===== src/rtl/cordic_pkg.sv =====
// ---------------------------------------------------------------------------
// cordic_pkg
//
// Shared constants and constant functions for the pipelined CORDIC sin/cos
// core. Every value is evaluated at elaboration time. The arithmetic is
// plain 64-bit integer fixed point with 60 fractional bits. It needs no
// real-number support from the synthesis tool.
//
//   atan_q(i, frac_bits)      round(atan(2^-i) * 2^frac_bits)
//   gain_q(stages, frac_bits) round(prod cos(atan 2^-i) * 2^frac_bits)
//   pi_q(frac_bits)           round(pi   * 2^frac_bits)   (PI_Q)
//   half_pi_q(frac_bits)      round(pi/2 * 2^frac_bits)   (HALF_PI_Q)
//   one_q(frac_bits)          2^frac_bits                  (ONE)
//
// The stage payload {x, y, z, neg, valid, tag} depends on the WIDTH, GUARD
// and TAG_W parameters of the instantiating module. A package cannot hold a
// parameterised typedef. For that reason the payload is declared in
// cordic_sincos_pipe and passed to cordic_stage as a type parameter.
// ---------------------------------------------------------------------------
package cordic_pkg;

    // Binary point of the high-precision elaboration-time arithmetic.
    localparam int FP_BITS = 60;

    // atan(1/n) * 2^FP_BITS, computed with the alternating Taylor series.
    // Requires n >= 2.
    function automatic longint atan_inv_fp(input longint n);
        longint p;
        longint acc;
        acc = 0;
        p   = (longint'(1) <<< FP_BITS) / n;
        for (int k = 0; k < 64; k++) begin
            if (k[0] == 1'b0) acc = acc + p / longint'(2 * k + 1);
            else              acc = acc - p / longint'(2 * k + 1);
            p = p / (n * n);
        end
        return acc;
    endfunction

    // pi/4 * 2^FP_BITS, using Machin's formula.
    function automatic longint quarter_pi_fp();
        return 4 * atan_inv_fp(5) - atan_inv_fp(239);
    endfunction

    // Round a positive FP_BITS-scaled value to frac_bits fractional bits.
    function automatic longint round_to(input longint v, input int frac_bits);
        int sh;
        sh = FP_BITS - frac_bits;
        return (v + (longint'(1) <<< (sh - 1))) >>> sh;
    endfunction

    function automatic longint atan_q(input int i, input int frac_bits);
        if (i == 0)  return round_to(quarter_pi_fp(), frac_bits);
        // Beyond 30 the series base overflows. atan(x) == x to far below
        // one LSB at that point, so the shifted value is used directly.
        if (i >= 31) return round_to(longint'(1) <<< (FP_BITS - i), frac_bits);
        return round_to(atan_inv_fp(longint'(1) <<< i), frac_bits);
    endfunction

    function automatic longint pi_q(input int frac_bits);
        return round_to(4 * quarter_pi_fp(), frac_bits);
    endfunction

    function automatic longint half_pi_q(input int frac_bits);
        return round_to(2 * quarter_pi_fp(), frac_bits);
    endfunction

    function automatic longint one_q(input int frac_bits);
        return longint'(1) <<< frac_bits;
    endfunction

    // Gain compensation 1/An = 1/sqrt(prod(1 + 4^-i)). The product P is
    // built by shift-add. The result is 2^(frac+30) / isqrt(P), rounded.
    function automatic longint gain_q(input int stages, input int frac_bits);
        longint p;
        longint s;
        longint t;
        p = longint'(1) <<< FP_BITS;
        for (int i = 0; i < stages; i++) p = p + (p >>> (2 * i));
        s = 0;
        for (int b = 31; b >= 0; b--) begin
            t = s | (longint'(1) <<< b);
            if (t * t <= p) s = t;
        end
        return ((longint'(1) <<< (frac_bits + 31)) / s + 1) >>> 1;
    endfunction

endpackage


===== src/rtl/cordic_stage.sv =====
// ---------------------------------------------------------------------------
// cordic_stage
//
// This is one registered CORDIC micro-rotation in rotation mode. The
// residual angle z selects the direction of rotation. neg, valid and tag
// pass through unchanged, so they stay with their sample.
//
// Parameters
//   payload_t  stage payload struct {x, y, z, neg, valid, tag}
//   DW         internal datapath width (WIDTH + GUARD)
//   SHIFT      stage index i; the arithmetic shift applied to x and y
//   ATAN       round(atan(2^-i) * 2^(FRAC+GUARD))
//
// Ports
//   clk        rising-edge clock
//   reset      synchronous, active-high; clears the stage register
//   enable     clock enable; 0 holds the register
//   stage_i    payload from the previous stage
//   stage_o    registered payload to the next stage
// ---------------------------------------------------------------------------
module cordic_stage #(
    parameter type           payload_t = logic,
    parameter int            DW        = 24,
    parameter int            SHIFT     = 0,
    parameter logic [DW-1:0] ATAN      = '0
) (
    input  logic     clk,
    input  logic     reset,
    input  logic     enable,
    input  payload_t stage_i,
    output payload_t stage_o
);

    payload_t             stage_d;
    payload_t             stage_q;
    logic signed [DW-1:0] x_sh;
    logic signed [DW-1:0] y_sh;

    // NOTE: every always_comb output gets a full default first (here a copy of
    // the input), so no path leaves a value unassigned and no latch is inferred.
    always_comb begin
        stage_d = stage_i;
        x_sh    = $signed(stage_i.x) >>> SHIFT;
        y_sh    = $signed(stage_i.y) >>> SHIFT;
        if (stage_i.z[DW-1]) begin
            // Negative residual angle: rotate clockwise.
            stage_d.x = stage_i.x + y_sh;
            stage_d.y = stage_i.y - x_sh;
            stage_d.z = stage_i.z + ATAN;
        end else begin
            stage_d.x = stage_i.x - y_sh;
            stage_d.y = stage_i.y + x_sh;
            stage_d.z = stage_i.z - ATAN;
        end
    end

    // NOTE: clocked state uses non-blocking assignment only, so every stage
    // samples its neighbour's old value on the same edge.
    // NOTE: the whole payload, including data, is reset. Clearing valid alone
    // would be enough for correctness, but clearing everything keeps reset
    // state deterministic.
    always_ff @(posedge clk) begin
        if (reset) begin
            stage_q <= '0;
        end else if (enable) begin
            stage_q <= stage_d;
        end
    end

    assign stage_o = stage_q;

endmodule


===== src/rtl/cordic_sincos_pipe.sv =====
// ---------------------------------------------------------------------------
// cordic_sincos_pipe
//
// This is a fully unrolled, pipelined rotation-mode CORDIC. It produces cos
// and sin of a signed Q2.FRAC angle (FRAC = WIDTH-3) over [-pi, pi).
//
// The pipeline is:
//   pre-rotation register -> STAGES x cordic_stage -> output register.
// Latency is STAGES+2 enabled edges, and the core accepts one sample per
// enabled cycle. The pre-rotation step folds angles beyond +-pi/2 by pi and
// sets a neg flag. The output register negates both results when neg is set.
// GUARD must be at least 1.
//
// Build option
//   CORDIC_ROUND_EN  defined: the guard bits are dropped with round-half-up.
//                    undefined (default): they are dropped by truncation
//                    (floor).
//
// Ports
//   clk        rising-edge clock
//   reset      synchronous, active-high; clears the whole pipeline
//   enable     global clock enable; 0 freezes every register
//   in_valid   sample valid (sampled only when enable=1)
//   in_angle   signed Q2.FRAC angle in radians
//   in_tag     opaque tag returned with the result
//   out_valid  result valid
//   out_cos    signed Q2.FRAC cos, saturated to [-1, +1]
//   out_sin    signed Q2.FRAC sin, saturated to [-1, +1]
//   out_tag    tag of the sample currently on out_*
// ---------------------------------------------------------------------------
module cordic_sincos_pipe
    import cordic_pkg::*;
#(
    parameter int WIDTH  = 22,
    parameter int STAGES = 16,
    parameter int GUARD  = 2,
    parameter int TAG_W  = 8
) (
    input  logic                    clk,
    input  logic                    reset,
    input  logic                    enable,
    input  logic                    in_valid,
    input  logic signed [WIDTH-1:0] in_angle,
    input  logic        [TAG_W-1:0] in_tag,
    output logic                    out_valid,
    output logic signed [WIDTH-1:0] out_cos,
    output logic signed [WIDTH-1:0] out_sin,
    output logic        [TAG_W-1:0] out_tag
);

    localparam int DW   = WIDTH + GUARD;
    localparam int FRAC = WIDTH - 3;
    localparam int FI   = FRAC + GUARD;

    localparam logic signed [WIDTH-1:0] PI_Q      = WIDTH'(pi_q(FRAC));
    localparam logic signed [WIDTH-1:0] HALF_PI_Q = WIDTH'(half_pi_q(FRAC));
    localparam logic signed [WIDTH-1:0] ONE       = WIDTH'(one_q(FRAC));
    localparam logic signed [DW:0]      ONE_EXT   = (DW + 1)'(one_q(FRAC));
    localparam logic signed [DW-1:0]    K_Q       = DW'(gain_q(STAGES, FI));

    typedef struct packed {
        logic signed [DW-1:0]    x;
        logic signed [DW-1:0]    y;
        logic signed [DW-1:0]    z;
        logic                    neg;
        logic                    valid;
        logic        [TAG_W-1:0] tag;
    } payload_t;

    // ---------------- pre-rotation register --------------------------------
    payload_t                pre_d;
    payload_t                pre_q;
    logic signed [WIDTH-1:0] angle_adj;

    // Fold the angle into [-pi/2, pi/2]. The rotation by pi is applied later
    // as a sign flip of both results. Exactly +-HALF_PI_Q is not folded.
    always_comb begin
        pre_d     = '0;
        angle_adj = in_angle;
        if (in_angle > HALF_PI_Q) begin
            angle_adj = in_angle - PI_Q;
            pre_d.neg = 1'b1;
        end else if (in_angle < -HALF_PI_Q) begin
            angle_adj = in_angle + PI_Q;
            pre_d.neg = 1'b1;
        end
        pre_d.x     = K_Q;
        pre_d.y     = '0;
        pre_d.z     = {angle_adj, {GUARD{1'b0}}};
        pre_d.valid = in_valid;
        pre_d.tag   = in_tag;
    end

    always_ff @(posedge clk) begin
        if (reset) begin
            pre_q <= '0;
        end else if (enable) begin
            pre_q <= pre_d;
        end
    end

    // ---------------- micro-rotation stages --------------------------------
    payload_t pipe [STAGES+1];

    assign pipe[0] = pre_q;

    for (genvar i = 0; i < STAGES; i++) begin : g_stage
        cordic_stage #(
            .payload_t (payload_t),
            .DW        (DW),
            .SHIFT     (i),
            .ATAN      (DW'(atan_q(i, FI)))
        ) u_stage (
            .clk     (clk),
            .reset   (reset),
            .enable  (enable),
            .stage_i (pipe[i]),
            .stage_o (pipe[i+1])
        );
    end

    // ---------------- output register --------------------------------------
    // Drop the guard bits, saturate to [-ONE, ONE], then undo the fold. The
    // extra top bit keeps the rounding add from wrapping.
    function automatic logic signed [WIDTH-1:0] to_port(
        input logic signed [DW-1:0] v,
        input logic                 neg
    );
        logic signed [DW:0]      ext;
        logic signed [WIDTH-1:0] sat;
        ext = {v[DW-1], v};
`ifdef CORDIC_ROUND_EN
        ext = ext + (DW + 1)'(1 <<< (GUARD - 1));
`endif
        ext = ext >>> GUARD;
        if (ext > ONE_EXT) begin
            sat = ONE;
        end else if (ext < -ONE_EXT) begin
            sat = -ONE;
        end else begin
            sat = ext[WIDTH-1:0];
        end
        return neg ? -sat : sat;
    endfunction

    logic                    out_valid_d;
    logic                    out_valid_q;
    logic signed [WIDTH-1:0] out_cos_d;
    logic signed [WIDTH-1:0] out_cos_q;
    logic signed [WIDTH-1:0] out_sin_d;
    logic signed [WIDTH-1:0] out_sin_q;
    logic        [TAG_W-1:0] out_tag_d;
    logic        [TAG_W-1:0] out_tag_q;

    always_comb begin
        out_valid_d = pipe[STAGES].valid;
        out_tag_d   = pipe[STAGES].tag;
        out_cos_d   = to_port(pipe[STAGES].x, pipe[STAGES].neg);
        out_sin_d   = to_port(pipe[STAGES].y, pipe[STAGES].neg);
    end

    always_ff @(posedge clk) begin
        if (reset) begin
            out_valid_q <= 1'b0;
            out_cos_q   <= '0;
            out_sin_q   <= '0;
            out_tag_q   <= '0;
        end else if (enable) begin
            out_valid_q <= out_valid_d;
            out_cos_q   <= out_cos_d;
            out_sin_q   <= out_sin_d;
            out_tag_q   <= out_tag_d;
        end
    end

    assign out_valid = out_valid_q;
    assign out_cos   = out_cos_q;
    assign out_sin   = out_sin_q;
    assign out_tag   = out_tag_q;

endmodule


===== config.mk =====
export PLATFORM = sky130hd
export DESIGN_NAME = cordic_sincos_pipe
export DESIGN_NICKNAME = d
export VERILOG_FILES = /design/src/rtl/cordic_pkg.sv /design/src/rtl/cordic_stage.sv /design/src/rtl/cordic_sincos_pipe.sv
export SDC_FILE = /design/constraint.sdc
export NUM_CORES = 2
export LEC_CHECK = 0
export CAP_MARGIN = 30
export CORE_ASPECT_RATIO = 0.75
export CORE_MARGIN = 4
export CORE_UTILIZATION = 70
export DETAILED_ROUTE_END_ITERATION = 8
export GPL_TIMING_DRIVEN = 0
export PLACE_DENSITY_LB_ADDON = 0.08
export REMOVE_ABC_BUFFERS = 1
export SYNTH_ARGS = -nofsm -noshare
export SYNTH_HDL_FRONTEND = slang
export SYNTH_SLANG_ARGS = --single-unit

===== constraint.sdc =====
create_clock -name clk -period 6.15 [get_ports clk]
set_clock_uncertainty 0.1 [all_clocks]
set_input_delay 0.9225 -clock clk [delete_from_list [all_inputs] [get_ports clk]]
set_output_delay 0.9225 -clock clk [all_outputs]
set_load 0.05 [all_outputs]

==> reports/qor.csv <==
metric,value,unit
status,"complete, no violations",
worst_pin_slew,1250,ps
drtIter0Drc,10480,
vias,89130,
synth_mux_area_frac,0.0735,
synthSimpleGateAreaFrac,0.167,
ys.flop_type,dfxtp_1,
port_buffers,86,
placementRows,117,
yosys.area_share.adder,0.144,
layout_common_cells,"nor2_1 (1554), dfxtp_1 (1232), ha_1 (1033)",
die_area,143000,um^2
hold_viol,0,
wl_per_cell,21.0,um
grt_usage,0.380,
slew_viol_final,0,
r2r-end,g_stage[7].u_stage.stage_o[56]$_SDFFE_PP0P_,
synth_top_area_share,0.260,
dr.pass1.iters,7,
final_common_cell,nor2_1,
ant_nets,0,
yosysSeqAreaShare,0.260,
fin_cells,13479,
ios,87,
finalSetupTns,0,ps
post-place-cells,13230,
hold_class,flop to flop,
yosys-top-cells-area,"dfxtp_1 (26%), ha_1 (14%), xnor2_1 (6.8%)",
crit_top_cell,o21ai_0,
worst-r2r-setup-slack,330,ps
start_util,0.705,
worstPathArrival,6370,ps
cp-start-kind,flop,
vias_per_cell,6.61,
postCtsSetupBuffers,0,
yosysTopAreaCell,dfxtp_1,
startpoint,g_stage[6].u_stage.stage_o[33]$_SDFFE_PP0P_,
rsz0062_at_grt,no,
pre_cts_slack,723,ps
slew_headroom,0.166,
cts_resized,0,
drive_above_1_share,0.0369,
synth-seq-cells,1243,
rr_startpoint,g_stage[6].u_stage.stage_o[33]$_SDFFE_PP0P_,
overflow,0,
ys_async_sr_fraction,0,
synth_area,95600,um^2
synth.avg_cell_area,8.10,um^2
setup_violations,0,
place_hpwl,205,mm
cts_max_path_buffers,3,
place_congestion,0.983,
cp_slowest_cell,clkinv_1,
cts_tree,built,
core-area,136000,um^2
cp-endpoint,g_stage[7].u_stage.stage_o[56]$_SDFFE_PP0P_,
htree_num_levels,4,
path_clk_slew,60,ps
clkSinkCount,1243,
die_width,435,um
path_cells,"clkinv_1, o21ai_0, xor2_1, ha_1, or3_1, a2111oi_0, nor4_1, nor3_1, o31ai_1, a21oi_1, nor3b_1, a31oi_1, o21ai_0",
maxCapViolCount,0,
cpPeakStageDelay,1000,ps
cp.required,6710,ps
routed_wl,283,mm
synth-compound-area-share,0.215,
clk_latency,830,ps
grt_max_degree,180,
synth-xor-area-share,0.107,
r2r_cells,13,
grt_pass1_wl,450,mm
min_period,5820,ps
area_growth,7.66,%
numCtsBuffers,130,
min_period_over_period,0.946,
die_y,328,um
yosys_warnings,0,
endpoint_kind,flop,
path_max_fanout,42,
fmax,172,MHz
yosysUniqueCellTypes,98,
critical_path_class,flop to flop,
setup_ws,332,ps
cts_root_buffer,clkbuf_16,
grt_pass1_vias,83359,
synth_edf_count,0,
synth_top_family_by_area,compound AO/OA/AOI/OAI gates,
synthCells,11802,
drc,0,
fin_nets,12690,
antenna_found_initial,8,
hold_buffers,0,
metrics by stage:
| stage | cell area (um^2) | hold slack (ps) | utilization |
|---|---|---|---|
| after global placement | 96800 | 342 | 0.713 |
| final | 103000 | 360 | 0.759 |
| after CTS | 103000 | 361 | 0.758 |
| after global routing | 103000 | 379 | 0.758 |
| after detailed placement | 98100 | 350 | 0.723 |
| after floorplan | 93700 | 332 | - |
critical path, delay by kind of cell, from the launching register on:
| kind | cells | cell delay [ps] |
|---|---|---|
| and+or+nand+nor | 4 | 1190 |
| AOI/OAI and AO/OA | 6 | 1880 |
| xor gates and xnor gates | 1 | 210 |
| DFF | 1 | 960 |
| buffers and inverters | 1 | 1000 |
| adders and majority gates | 1 | 280 |
worst min-delay path by stage:
stage | depth (start not counted) | slack (ps) | endpoint | from
2_1_floorplan | 2 | 330 | g_stage[0].u_stage.stage_o[30]$_SDFFE_PP0P_ | g_stage[0].u_stage.stage_o[30]$_SDFFE_PP0P_
3_3_place_gp | 2 | 340 | out_cos[12]$_SDFFE_PP0P_ | out_cos[12]$_SDFFE_PP0P_
3_5_place_dp | 2 | 350 | g_stage[1].u_stage.stage_o[30]$_SDFFE_PP0P_ | g_stage[1].u_stage.stage_o[30]$_SDFFE_PP0P_
4_1_cts | 2 | 360 | out_cos[9]$_SDFFE_PP0P_ | out_cos[9]$_SDFFE_PP0P_
5_1_grt | 2 | 380 | out_cos[17]$_SDFFE_PP0P_ | out_cos[17]$_SDFFE_PP0P_
6_report | 2 | 360 | out_cos[9]$_SDFFE_PP0P_ | out_cos[9]$_SDFFE_PP0P_
state kept, by name, indices dropped and copies added (netlist names):
name,cells
g_stage.u_stage.stage_o,1158
pipe,32
out_cos,22
out_sin,22
out_tag,8
out_valid,1
cell usage after synthesis (92+ instances only):
cell / n
mux2i_1: 648
nor2_1: 1556
inv_1: 336
nand2b_1: 116
a21oi_1: 1014
a31oi_1: 166
ha_1: 1033
clkbuf_1: 395
o21a_1: 128
xor2_1: 427
nor3_1: 275
xnor2_1: 746
buf_1: 92
o21ai_0: 678
dfxtp_1: 1243
nor2b_1: 108
a211oi_1: 241
a21o_1: 389
nand2_1: 787
o21bai_1: 124
nand3_1: 209
per-layer routing:
layer	vias to the layer above	GRT usage	part of all wire
li1	41912	-	-
met1	42232	0.557	0.45
met2	4366	0.561	0.41
met3	616	0.0732	0.11
met4	4	0.115	0.027
met5	-	0	0.000092
layout make-up:
| class | instances | area (um^2) |
|---|---|---|
| Fill cell | 9753 | 32800 |
| Inverter | 342 | 1290 |
| Tap cell | 1785 | 2230 |
| Clock buffer | 172 | 3680 |
| Antenna cell | 5 | 12.5 |
| Multi-Input combinational cell | 9720 | 67600 |
| Timing Repair Buffer | 146 | 2120 |
| Sequential cell | 1243 | 24900 |
| Clock inverter | 66 | 1110 |
kinds of logic (layout without fill, tap and decap cells):
group / count (synthesis) / in the layout
compound gates: 3249 / 3249
xor+xnor: 1173 / 1173
fa+ha+maj: 1073 / 1073
buf+inv: 839 / 726
flops: 1243 / 1243
mux: 696 / 696
other cells: 0 / 5
simple gates: 3529 / 3529
Power is left out: the tool's default activity adds up to more than one toggle a clock period on the data nets, which glitch-free logic cannot reach.
